--- src/rtl/decoder_scan_n_if.sv ---
// Bus bundle for decoder_scan_n: control/handshake inputs and registered decode outputs.
// master drives the controls; slave is the decoder itself.
interface decoder_scan_n_if #(
    parameter int SEL_W   = 2,
    parameter int DWELL_W = 8
);
    localparam int OUT_W = 1 << SEL_W;

    logic               enable_i;
    logic               mode_i;
    logic               d_valid_i;
    logic               d_ready_o;
    logic [SEL_W-1:0]   d_in_i;
    logic [DWELL_W-1:0] dwell_i;
    logic [OUT_W-1:0]   y_out_o;
    logic [SEL_W-1:0]   sel_out_o;
    logic               wrap_o;

    modport master (
        output enable_i, mode_i, d_valid_i, d_in_i, dwell_i,
        input  d_ready_o, y_out_o, sel_out_o, wrap_o
    );

    modport slave (
        input  enable_i, mode_i, d_valid_i, d_in_i, dwell_i,
        output d_ready_o, y_out_o, sel_out_o, wrap_o
    );
endinterface

--- src/rtl/decoder_scan_n.sv ---
// Registered N-to-2^N one-hot decoder with a handshaked direct mode and a
// walking-one scan mode whose per-position hold time is programmable.
module decoder_scan_n #(
    parameter int SEL_W   = 2,
    parameter int DWELL_W = 8
) (
    input  logic             clk,
    input  logic             rst_n,
    decoder_scan_n_if.slave  bus
);
    localparam int OUT_W = 1 << SEL_W;

    typedef enum logic [1:0] {
        IDLE,
        DIRECT,
        SCAN
    } state_t;

    state_t             state_q, state_d;
    logic [OUT_W-1:0]   y_q, y_d;
    logic [SEL_W-1:0]   sel_q, sel_d;
    logic               wrap_q, wrap_d;
    logic [DWELL_W-1:0] cnt_q, cnt_d;
    logic [SEL_W-1:0]   selInc;

    // In scan mode sel_q doubles as the scan index; its natural wrap is modulo OUT_W.
    assign selInc = sel_q + SEL_W'(1);

    always_comb begin
        state_d = IDLE;
        y_d     = y_q;
        sel_d   = sel_q;
        wrap_d  = 1'b0;
        cnt_d   = cnt_q;
        if (bus.enable_i) begin
            state_d = bus.mode_i ? SCAN : DIRECT;
        end
        case (state_d)
            DIRECT: begin
                cnt_d = '0;
                if (state_q != DIRECT) begin
                    y_d   = '0;
                    sel_d = '0;
                end else if (bus.d_valid_i) begin
                    y_d   = OUT_W'(1) << bus.d_in_i;
                    sel_d = bus.d_in_i;
                end
            end
            SCAN: begin
                if (state_q != SCAN) begin
                    y_d   = OUT_W'(1);
                    sel_d = '0;
                    cnt_d = bus.dwell_i;
                end else if (cnt_q == '0) begin
                    y_d    = OUT_W'(1) << selInc;
                    sel_d  = selInc;
                    cnt_d  = bus.dwell_i;
                    wrap_d = (selInc == '0);
                end else begin
                    cnt_d = cnt_q - DWELL_W'(1);
                end
            end
            default: begin
                y_d   = '0;
                sel_d = '0;
                cnt_d = '0;
            end
        endcase
    end

    always_ff @(posedge clk or negedge rst_n) begin
        if (!rst_n) begin
            state_q <= IDLE;
            y_q     <= '0;
            sel_q   <= '0;
            wrap_q  <= 1'b0;
            cnt_q   <= '0;
        end else begin
            state_q <= state_d;
            y_q     <= y_d;
            sel_q   <= sel_d;
            wrap_q  <= wrap_d;
            cnt_q   <= cnt_d;
        end
    end

    // d_ready comes from the state register alone, so it lags DIRECT entry by a cycle.
    assign bus.d_ready_o = (state_q == DIRECT);
    assign bus.y_out_o   = y_q;
    assign bus.sel_out_o = sel_q;
    assign bus.wrap_o    = wrap_q;
endmodule

--- src/flat_wrapper.sv ---
// flat-port wrapper written by rule: the top's interface ports become plain ports
module decoder_scan_n_flat 
#(
    parameter int SEL_W   = 2,
    parameter int DWELL_W = 8
)
  (clk, rst_n, bus_enable_i, bus_mode_i, bus_d_valid_i, bus_d_in_i, bus_dwell_i, bus_d_ready_o, bus_y_out_o, bus_sel_out_o, bus_wrap_o);
  decoder_scan_n_if #(.SEL_W(SEL_W), .DWELL_W(DWELL_W)) bus_i ();
  input  logic clk;
  input  logic rst_n;
  input wire logic [$bits(bus_i.enable_i)-1:0] bus_enable_i;
  input wire logic [$bits(bus_i.mode_i)-1:0] bus_mode_i;
  input wire logic [$bits(bus_i.d_valid_i)-1:0] bus_d_valid_i;
  input wire logic [$bits(bus_i.d_in_i)-1:0] bus_d_in_i;
  input wire logic [$bits(bus_i.dwell_i)-1:0] bus_dwell_i;
  output wire logic [$bits(bus_i.d_ready_o)-1:0] bus_d_ready_o;
  output wire logic [$bits(bus_i.y_out_o)-1:0] bus_y_out_o;
  output wire logic [$bits(bus_i.sel_out_o)-1:0] bus_sel_out_o;
  output wire logic [$bits(bus_i.wrap_o)-1:0] bus_wrap_o;
  assign bus_i.enable_i = bus_enable_i;
  assign bus_i.mode_i = bus_mode_i;
  assign bus_i.d_valid_i = bus_d_valid_i;
  assign bus_i.d_in_i = bus_d_in_i;
  assign bus_i.dwell_i = bus_dwell_i;
  assign bus_d_ready_o = bus_i.d_ready_o;
  assign bus_y_out_o = bus_i.y_out_o;
  assign bus_sel_out_o = bus_i.sel_out_o;
  assign bus_wrap_o = bus_i.wrap_o;
  decoder_scan_n #(.SEL_W(SEL_W), .DWELL_W(DWELL_W)) u_core (.clk(clk), .rst_n(rst_n), .bus(bus_i));
endmodule
--- config.mk ---
export PLATFORM = sky130hd
export DESIGN_NAME = decoder_scan_n_flat
export DESIGN_NICKNAME = d
export VERILOG_FILES = /design/src/rtl/decoder_scan_n_if.sv /design/src/rtl/decoder_scan_n.sv /design/src/flat_wrapper.sv
export SDC_FILE = /design/constraint.sdc
export NUM_CORES = 1
export LEC_CHECK = 0
export ABC_AREA = 1
export CORE_AREA = 2 2 53 55
export CTS_CLUSTER_DIAMETER = 150
export DETAILED_ROUTE_END_ITERATION = 10
export DIE_AREA = 0 0 55 57
export GPL_ROUTABILITY_DRIVEN = 0
export PLACE_DENSITY = 0.76
export SYNTH_ARGS = -nofsm -noshare
export SYNTH_HDL_FRONTEND = slang
export SYNTH_SLANG_ARGS = --single-unit
--- constraint.sdc ---
create_clock -name clk -period 2 [get_ports clk]
set_input_delay 0.4 -clock clk [delete_from_list [all_inputs] [get_ports clk]]
set_output_delay 0.4 -clock clk [all_outputs]
set_load 0.02 [all_outputs]
Word-level counts from Yosys, hierarchy flattened
Index checks and enable logic that the tools add are counted.

Add/sub/neg operators: 2. Equality and inequality tests: 7. Shift operators: 2. Multiplexer cells: 18. Reductions and logical operators: 3.

Operators with widths (count): 8-bit 2-to-1 mux (3); 4-bit 2-to-1 mux (4); 2-bit 2-to-1 mux (6); 8-bit logical NOT (1); 4-bit one-hot mux with 2 select lines (1); 1-bit by 2-bit left shift with 4-bit output, first input constant (2); 8-bit by 1-bit subtractor with 8-bit output, second input constant (1); 2-bit by 1-bit == test with 1-bit output, second input constant (2); 2-bit one-hot mux with 2 select lines (1); 1-bit 2-to-1 mux (3); 3-bit by 1-bit != test with 1-bit output, second input constant (1); 3-bit by 2-bit != test with 1-bit output, second input constant (1); 2-bit by 1-bit adder with 2-bit output, second input constant (1); 2-bit == test, second input constant (1); 2-bit logical NOT (1); 2-bit by 1-bit != test with 1-bit output, second input constant (1); 2-bit != test, second input constant (1); 2-bit AND reduction (1).

Bits in registers: 17. Bits of input ports: 15. Output and inout port bits: 8. Logic and storage cells: 37.

Depth between registers and ports, before layout
Depth in word-level cells: 5. Depth in mapped cells: 9. Gate-level depth less buffers: 9.

Worst setup path before layout
Ideal clock, no wire load.

Path kind: register -> register. Start: reg u_core.cnt_q[0]. End: reg u_core.sel_q[0], in the netlist u_core.bus.sel_out_o[0]. Library setup time: 0.118 ns. Arrival time: 1.164 ns. Required time: 1.882 ns. Slack: 0.718 ns. Cell stages (with the launch flop): 10. Buffers on the path: 0. Period minus slack after synthesis: 1.282 ns. Cell sequence: dfrtp_1 -> inv_1 -> ha_1 -> nand2_1 -> nor2_4 -> inv_2 -> nand2_4 -> nand2_2 -> nand2_1 -> nand2_1.

Longest elaborated chain between the ends: 3.

Ends and longest elaborated chain: from (decl) (RTL line decoder_scan_n.sv:23) `logic [DWELL_W-1:0] cnt_q, cnt_d;`; from (signal assigned) (RTL line decoder_scan_n.sv:83) `cnt_q <= cnt_d;`; 8-bit logical NOT (RTL line decoder_scan_n.sv:54) `end else if (cnt_q == '0) begin`; 3-bit by 1-bit != test with 1-bit output (no line); 2-bit AND reduction (no line); to (signal assigned) (RTL line decoder_scan_n.sv:81) `sel_q <= sel_d;`; to (decl) (RTL line decoder_scan_n.sv:21) `logic [SEL_W-1:0] sel_q, sel_d;`.

No other way between the ends. A chain may end at the register's enable or synchronous reset.

Final worst setup path
Start: reg u_core.state_q[1]. End: out bus_d_ready_o.

Longest elaborated chain between the ends: 1.

Ends and longest elaborated chain: from (decl) (RTL line decoder_scan_n.sv:19) `state_t state_q, state_d;`; from (signal assigned) (RTL line decoder_scan_n.sv:79) `state_q <= state_d;`; 2-bit by 1-bit == test with 1-bit output (RTL line decoder_scan_n.sv:88) `assign bus.d_ready_o = (state_q == DIRECT);`; to (decl) (RTL line flat_wrapper.sv:16) `output wire logic [$bits(bus_i.d_ready_o)-1:0] bus_d_ready_o;`.

No other way between the ends.

==> impl_metrics.csv <==
group,metric,value,unit
drt,drt_iter0_markers,15,
die,pin_count,23,
cells_and_area,drive_gt1_frac,0.131,
clocking,cts_buffer_depth,2,
placement,port_buffers,22,
die,die-area,3140,um^2
synthesis,avgSynthCellArea,7.39,um^2
cells_and_area,final_common_cell,"nand2_1",
cells_and_area,syn_to_final_growth,27.2,%
synthesis,syn-num-nets,169,
setup_path,r2r_start,"u_core.cnt_q[0]$_DFF_PN0_",
clocking,insertion_delay,0.28,ns
setup_path,crit_path_end_kind,"output port",
die,dieWidth,55,um
drt,finalWirelength,2.24,mm
clocking,cts_buffers,3,
cells_and_area,final_cell_mix,"nand2_1 (47), clkdlybuf4s50_1 (22), inv_1 (17), dfrtp_1 (17), nor2_1 (16)",
flow_run,drv_cap,0,
setup_path,r2r_cells,9,
synthesis,syn_inst,148,
setup_path,critPathKind,"reg -> out",
sta,tightest_slew,0.312,ns
sta,report.final.slew_viol_count,0,
clocking,cts_sinks,17,
synthesis,synth_area,1090,um^2
clocking,postCtsHoldBufs,0,
setup_path,crit_path_max_fanout,2,
sta,hold_viol_final,0,
die,initial_core_util,0.418,
sta,timing.slew.headroom,0.792,
drt,vias_per_cell,4.76,
setup_path,rr_endpoint,"u_core.bus.sel_out_o[0]$_DFFE_PN0P_",
pwr,ir_drop,386,uV
run_status,status,"completed",
grt,grt_usage,0.167,
pwr,leakagePower,0.735,nW
clocking,cts-htree-levels,1,
drt,antenna_left,0,
grt,grt_max_degree,18,
setup_path,cp.arrival,1.46,ns
sta,period_minus_slack,1.86,ns
sta,rsz0062_at_grt,"false",
die,die_y,57,um
sta,min_period_over_period,0.931,
sta,hold-worst-slack,0.420,ns
setup_path,worstPathRequired,1.60,ns
synthesis,ys_seq_elements,17,
die,fp.coreArea,2620,um^2
grt,overflow,0,
sta,clock.fmax,537,MHz
grt,top_usage_layer,"met2",
grt,grt_pass1_wl,3.93,mm
clocking,clk_pin_slew,0.10,ns
clocking,ctsResizeCount,0,
placement,place_hpwl,1.80,mm
grt,met2_usage,0.311,
clocking,cts_setup_buffers,0,
clocking,clock-root-buffer,"clkbuf_4",
synthesis,yosysWarnings,0,
min_path,hold_class,"in -> async",
grt,antenna_found_initial,0,
grt,met3_usage,0.0314,
cells_and_area,layout.nets,198,
drt,dr.pass1.iters,4,
sta,fin_skew,0.000466,ns
clocking,cts_tree,"yes",
pwr,power_density,524,nW/um^2
synthesis,synth.distinct_cells,20,
sta,tns,0,ns
drt,remaining_drc_errors,0,
cells_and_area,n_antenna_cell,0,
synthesis,ys_seq_area_frac,0.389,
setup_path,start_kind,"flip-flop",
sta,setup_viol,0,
die,num_rows,19,
drt,wire_per_inst,10.8,um
drt,vias,986,
setup_path,r2r_slack,0.57,ns
grt,grt_pass1_vias,996,
grt,use_met1,0.182,
==> worst max-delay path, stage by stage (launching register included) <==
cell and delay, ns:
dfrtp_1 0.41, nor2_2 0.15, clkdlybuf4s50_1 0.62
==> where the power goes <==
part / total, mW / leakage, nW / switching (mW) / internal (mW)
logic: 0.176 / 0.488 / 0.0982 / 0.0778
registers: 0.371 / 0.229 / 0.0137 / 0.357
clock network: 0.181 / 0.0177 / 0.107 / 0.0743
total: 0.728 / 0.735 / 0.219 / 0.510
==> cell families (layout without fill, tap and decap cells) <==
family,count (synthesis),count (layout),share of synthesized area
fa+ha+maj,6,6,0.0686
simple gates,95,95,0.408
compound gates,7,7,0.0343
xor+xnor,3,3,0.0240
flops,17,17,0.389
buf+inv,20,48,0.0755
==> metrics by stage <==
stage | cell area (um^2) | utilization | std cells | power (mW) | worst slack, ns
after global placement | 1360 | 0.522 | 203 | 0.550 | 0.318
after detailed placement | 1360 | 0.522 | 203 | 0.556 | 0.278
after CTS | 1390 | 0.532 | 207 | 0.742 | 0.118
after global routing | 1390 | 0.532 | 207 | 0.776 | 0.0700
final | 1390 | 0.532 | 207 | 0.728 | 0.138
after floorplan | 1090 | - | 148 | 0.486 | 0.718
==> synth_stat cells (all sizes together) <==
cell | instances | share of area
a21oi | 1 | 0.0046
buf | 1 | 0.010
clkinv | 1 | 0.0034
dfrtp | 17 | 0.39
ha | 6 | 0.069
inv | 18 | 0.062
nand2 | 51 | 0.19
nand3 | 12 | 0.055
nand3b | 1 | 0.010
nand4 | 5 | 0.029
nor2 | 26 | 0.13
o21ai | 5 | 0.023
o21bai | 1 | 0.0069
xor2 | 3 | 0.024
==> routing by layer <==
metal	share of wire	up-vias
li1	-	518
met1	0.41	453
met2	0.54	15
met3	0.045	0
met4	0	0
met5	0	-
==> sequential cells by signal, indices dropped and copies added, names as in the netlist <==
signal and cells:
u_core.cnt_q 8, u_core.bus.y_out_o 4, u_core.bus.sel_out_o 2, u_core.state_q 2, u_core.bus.wrap_o 1
==> cell type report <==
cell class | instances | area (um^2)
Clock inverter | 1 | 5.00
Multi-Input combinational cell | 111 | 586
Sequential cell | 17 | 425
Fill cell | 277 | 1220
Clock buffer | 3 | 22.5
Inverter | 19 | 71.3
Timing Repair Buffer | 25 | 243
Tap cell | 31 | 38.8
==> worst max path at each step <==
stage	startpoint	end	slack (ns)	cells past startpoint
floorplan	u_core.cnt_q[0]$_DFF_PN0_	u_core.bus.sel_out_o[0]$_DFFE_PN0P_	0.72	9
global placement	bus_mode_i	u_core.bus.sel_out_o[0]$_DFFE_PN0P_	0.32	7
finish	u_core.state_q[1]$_DFF_PN0_	bus_d_ready_o	0.14	2
global route	u_core.state_q[1]$_DFF_PN0_	bus_d_ready_o	0.07	2
CTS	u_core.state_q[1]$_DFF_PN0_	bus_d_ready_o	0.12	2
detailed placement	bus_enable_i	u_core.bus.y_out_o[2]$_DFFE_PN0P_	0.28	7
Note: power is estimated with default switching activity, not from simulation.
